--- src/rtl/fifo_uart_tx.sv ---
// FIFO drain stage: pops one word per frame from a synchronous FIFO and
// serialises it as start bit, DW data bits LSB first, one stop bit.
module fifo_uart_tx #(
  parameter int DW           = 8,
  parameter int CLKS_PER_BIT = 16
) (
  input  logic          clk,
  input  logic          reset,
  input  logic          enable,
  input  logic          fifo_empty,
  output logic          fifo_re,
  input  logic [DW-1:0] fifo_rdata,
  output logic          txd,
  output logic          busy,
  output logic          frame_done
);

  localparam int BW = $clog2(CLKS_PER_BIT);
  localparam int CW = $clog2(DW) + 1;
  localparam logic [BW-1:0] BAUD_LAST = BW'(CLKS_PER_BIT - 1);
  localparam logic [CW-1:0] BIT_LAST  = CW'(DW - 1);

  typedef enum logic [2:0] {
    IDLE,
    REQ,
    LATCH,
    START,
    DATA,
    STOP
  } state_t;

  state_t        state, state_next;
  logic [BW-1:0] baud_cnt, baud_next;
  logic [CW-1:0] bit_cnt, bit_next;
  logic [DW-1:0] shift_reg, shift_next;
  logic          baud_end;

  assign baud_end = (baud_cnt == BAUD_LAST);

  // NOTE: state is updated with non-blocking assignments so every register
  // samples the pre-edge values; blocking here would create order-dependent
  // simulation races against the combinational next-state logic.
  always_ff @(posedge clk or posedge reset) begin
    if (reset) begin
      state     <= IDLE;
      baud_cnt  <= '0;
      bit_cnt   <= '0;
      // NOTE: the shift register is a handful of flops, not a RAM, so it is
      // reset with the rest of the state at no real cost.
      shift_reg <= '0;
    end else begin
      state     <= state_next;
      baud_cnt  <= baud_next;
      bit_cnt   <= bit_next;
      shift_reg <= shift_next;
    end
  end

  always_comb begin
    // NOTE: every variable gets a default before the case, so branches that
    // leave a signal untouched hold it in the register rather than a latch.
    state_next = state;
    baud_next  = baud_cnt;
    bit_next   = bit_cnt;
    shift_next = shift_reg;

    unique case (state)
      IDLE: begin
        // Sole reader of the FIFO: a non-empty flag seen here cannot vanish before REQ.
        if (enable && !fifo_empty) state_next = REQ;
      end
      REQ: begin
        state_next = LATCH;
      end
      LATCH: begin
        shift_next = fifo_rdata;
        baud_next  = '0;
        bit_next   = '0;
        state_next = START;
      end
      START: begin
        if (baud_end) begin
          baud_next  = '0;
          bit_next   = '0;
          state_next = DATA;
        end else begin
          baud_next = baud_cnt + 1'b1;
        end
      end
      DATA: begin
        if (baud_end) begin
          baud_next  = '0;
          shift_next = shift_reg >> 1;
          bit_next   = bit_cnt + 1'b1;
          if (bit_cnt == BIT_LAST) state_next = STOP;
        end else begin
          baud_next = baud_cnt + 1'b1;
        end
      end
      STOP: begin
        if (baud_end) begin
          baud_next  = '0;
          state_next = IDLE;
        end else begin
          baud_next = baud_cnt + 1'b1;
        end
      end
      default: state_next = IDLE;
    endcase
  end

  // Outputs decode registers only, so reset forces them without a clock edge.
  always_comb begin
    fifo_re    = (state == REQ);
    busy       = (state != IDLE);
    frame_done = (state == STOP) && baud_end;
    txd        = 1'b1;
    if (state == START) txd = 1'b0;
    else if (state == DATA) txd = shift_reg[0];
  end

endmodule

--- config.mk ---
export PLATFORM = sky130hd
export DESIGN_NAME = fifo_uart_tx
export DESIGN_NICKNAME = d
export VERILOG_FILES = /design/src/rtl/fifo_uart_tx.sv
export SDC_FILE = /design/constraint.sdc
export NUM_CORES = 1
export LEC_CHECK = 0
export BUFFER_PORTS_ARGS = -buffer_cell sky130_fd_sc_hd__buf_4
export CAP_MARGIN = 25
export CORE_MARGIN = 2
export CORE_UTILIZATION = 30
export CTS_CLUSTER_SIZE = 16
export DETAILED_ROUTE_END_ITERATION = 7
export GPL_TIMING_DRIVEN = 0
export PLACE_DENSITY = 0.58
export SYNTH_ARGS = -nofsm -noshare
export SYNTH_HDL_FRONTEND = slang
export SYNTH_SLANG_ARGS = --single-unit
--- constraint.sdc ---
create_clock -name clk -period 2.43 [get_ports clk]
set_input_delay 0.243 -clock clk [delete_from_list [all_inputs] [get_ports clk]]
set_output_delay 0.243 -clock clk [all_outputs]
set_load 0.02 [all_outputs]
# Yosys cells after proc, flatten, opt, wreduce, memory -nomap -nowiden
# Cells that the tools add are included.
dict set report classes {
  add_sub_neg 2
  mul 0
  div 0
  order_cmp 0
  n_eq_ne 12
  shift 0
  muxes 15
  n_bitwise 0
  n_reduce_logical 12
}
# cell count
set op_table {}
lappend op_table {{$pmux 3 s6} 1}
lappend op_table {{$pmux 8 s2} 1}
lappend op_table {{$mux 3} 5}
lappend op_table {{$mux 4} 3}
lappend op_table {{$pmux 4 s3} 1}
lappend op_table {{$ne 2x2->1 const B} 5}
lappend op_table {{$add 4x1->4 const B} 2}
lappend op_table {{$mux 8} 1}
lappend op_table {{$pmux 4 s2} 1}
lappend op_table {{$eq 3x2->1 const B} 2}
lappend op_table {{$eq 3x3->1 const B} 2}
lappend op_table {{$reduce_bool 3->1} 2}
lappend op_table {{$reduce_and 5->1} 1}
lappend op_table {{$eq 4x3->1 const B} 1}
lappend op_table {{$eq 4x4->1 const B} 1}
lappend op_table {{$reduce_bool 2->1} 2}
lappend op_table {{$eq 3x1->1 const B} 1}
lappend op_table {{$logic_not 3->1} 1}
lappend op_table {{$reduce_and 3->1} 1}
lappend op_table {{$reduce_or 3->1} 1}
lappend op_table {{$logic_and 1x1->1} 2}
lappend op_table {{$mux 1} 2}
lappend op_table {{$reduce_and 2->1} 1}
lappend op_table {{$logic_not 1->1} 1}
dict set report word_totals {
  regBits 19
  latchBits 0
  ram_bits 0
  rom_bits 0
  out_inout_bits 4
  word_cells 45
  mem_count 0
}

# Depth between registers and ports, before layout
dict set report logic_depth {
  word_depth 4
  depth_mapped 6
  mapped_depth_nobuf 5
}

# Worst setup path after synthesis
# Ideal clock, no wire load.
dict set report synth_path {
  path_kind {register to output}
  start {register baud_cnt[0]}
  end {output port frame_done}
  arrival_ps 1255
  t_required_ps 2187
  setup_slack_ps 932
  stages_incl_launch_ff 6
  n_path_buf 1
  path_cell_list {dfrtp_1 -> ha_1 -> and3_4 -> buf_6 -> nand2_1 -> nor2_1}
}
dict set report synth_via {
  elab_chain_cells 2
}
# item line_no
set synth_rtl {}
lappend synth_rtl {{from (decl)} 33} ;# logic [BW-1:0] baud_cnt, baud_next;
lappend synth_rtl {{from (signal assigned)} 53} ;# baud_cnt <= baud_next;
lappend synth_rtl {{$eq 4x4->1} 38} ;# assign baud_end = (baud_cnt == BAUD_LAST);
lappend synth_rtl {{$logic_and 1x1->1} 116} ;# frame_done = (state == STOP) && baud_end;
lappend synth_rtl {{to (decl)} 15} ;# output logic frame_done
# Every way passes these cells.

# Final worst setup path
# Same ends and word-level chain as after synthesis.

==> metrics <==
outcome=completed; number of core rows=22; fill cell count=399; post-synth cell types=42; Avg Cell Area, Syn=10.1 µm²; post-layout net count=152; Setup Viol. Count Final=0; Setup TNS=0 ns; PostCTS Resize Cnt=0; CP Class=register to output port; worst min path class=input pin to async pin; Synth Register Bits=19; RSZ-0062 raised after global routing=no; via count=967; Flop pwr share=57.0%; I/O pin cnt=16; ys flop type=dfrtp_1; Least-Margin Pin Slew=0.677 ns; GPL Wtd Cong=0.809; post-synthesis sequential area ratio=about two fifths; worst endpoint required time=about 2.2 ns; wire per inst=13.2 µm; vias per cell=5.23; DRT antenna net count=0; die area=roughly 0.0045 mm²; final worst path period share=75.8%; largest net degree at the start of global routing=20; clock share of power=approximately 38%; CTS Buf Count=3; initial antenna violation count=0; CP Capture Type=output port; synthesized net count=about 130; Antenna Cells=0; Setup Buffers After CTS=0; CP Data Arrival Time=1.60 ns; core area=0.00374 mm²; crit-path max FO=10; most frequent cells in the layout=dfrtp_1, buf_4, o21ai_1, mux2i_1, nand2_1; Fin Hold WS=0.0908 ns; max reg flops=8; minimum clock period=1.84 ns; first-pass GRT wire length=approximately 4300 µm; P&R area growth vs syn=18.3%; Initial Utilization=31.9%; Die Ht=67.0 µm; vias in the first global route=964; overall global routing resource usage=approximately 13%; highest clock rate=543 MHz; share of layout cells above drive strength 1=approximately a quarter; Post-synth EDFFs=0; drt first pass iters=4; post-DP HPWL=1810 µm; pre-CTS setup slack=0.826 ns; CTS tree=built; clk_skew=between 0.004 and 0.005 ns; sw frac=20.1%; Max Slew Vio Count=0; 1st-iter DRT viols=43; Skew-Pair Late Insertion Delay=0.25 ns; most common cell after layout, fill and taps aside=dfrtp_1; hold-fix buffer count after cts=0; Gate Count Post-Synth=about 120; Comb pwr share=around 5%; P per Cell Area=403 mW/mm²; Clock Sink Count=19; Routed Wire Length=2450 µm; Worst-path clk slew=0.07 ns; Setup WS post-layout=about 0.6 ns; CTS root buf=clkbuf_8; Max rail drop VDD=~0.21 mV; Slew HR=54.8%; DRC Markers=0; H-tree levels=1; Ys Warns=0; internal power=454 µW; net switching power=114 µW; CP startpoint kind=register; GRT overflow=0; port buffer count=15; Async SR Flop Fraction=100%; Pleak=0.623 nW; Syn Std Cell Area=0.00119 mm²; Pwr Total=~570 µW; max-cap check violation count=0; die width=67.0 µm; clk buf depth=2; Hold Fails Final Rpt=0
worst paths after layout:
path / slack, ns / startpoint / cells after the start / end
min in group clk: 0.27 / fifo_rdata[2] / 3 / shift_reg[2]
worst max register to register: 0.79 / baud_cnt[0] / 6 / shift_reg[6]
worst min register to register: 0.48 / shift_reg[2] / 2 / shift_reg[2]
max in group asynchronous: 1.91 / reset / 2 / bit_cnt[1]
worst min-delay path: 0.09 / reset / 2 / state[0]
worst max-delay path: 0.59 / baud_cnt[0] / 6 / frame_done
stage by stage:
step           utilization (%)  area, µm²  cells
2_1_floorplan                -       1190    118
3_3_place_gp              36.5       1370    181
3_5_place_dp              36.5       1370    181
4_1_cts                   37.7       1410    185
5_1_grt                   37.7       1410    185
6_report                  37.7       1410    185
cell type report:
type,count,area (µm²),area share [%]
buffer,9,92.6,6.57
clock buffer,4,45.0,3.19
inverter,4,15.0,1.06
multi-input combinational,86,609,43.2
sequential,19,475,33.7
tap,48,60.1,4.26
timing repair buffer,15,113,7.99
power groups by stage:
stage | Combinational [mW] | Clock, mW | Sequential, mW
floorplan | 0.0122 | 0 | 0.329
finish | 0.0285 | 0.215 | 0.324
detailed placement | 0.0298 | 0 | 0.330
global placement | 0.0290 | 0 | 0.330
global route | 0.0328 | 0.237 | 0.324
CTS | 0.0297 | 0.217 | 0.324
logic make-up after synthesis:
kind of cell	count (synthesis)	synth area share [%]
mux	10	8.39
buf+inv	13	9.02
simple gates	36	18.4
fa+ha+maj	2	2.10
flops	19	39.9
compound gates	38	22.2
synth_stat cells (4+ instances only):
master | count | area, µm²
dfrtp_1 | 19 | 475
mux2i_1 | 10 | 100
nand2_1 | 10 | 37.5
inv_1 | 4 | 15.0
o21ai_1 | 10 | 50.1
nor2b_1 | 4 | 25.0
nor2_1 | 4 | 15.0
a21oi_1 | 7 | 35.0
buf_6 | 4 | 45.0
worst max-delay path: stages, from the launching register on:
cell	delay (ns)
dfrtp_1	0.42
ha_1	0.25
and3_4	0.23
buf_6	0.14
nand2_1	0.07
nor2_1	0.09
buf_4	0.15
layer usage:
metal / vias to the layer above / track usage (%) / wire, µm
met2: 14 / 21.0 / 1250
met3: 4 / 2.36 / 62
met5: - / 0 / 0
li1: 473 / - / -
met4: 0 / 5.87 / 41
met1: 476 / 15.4 / 1100
(Power assumes the default switching activity.)
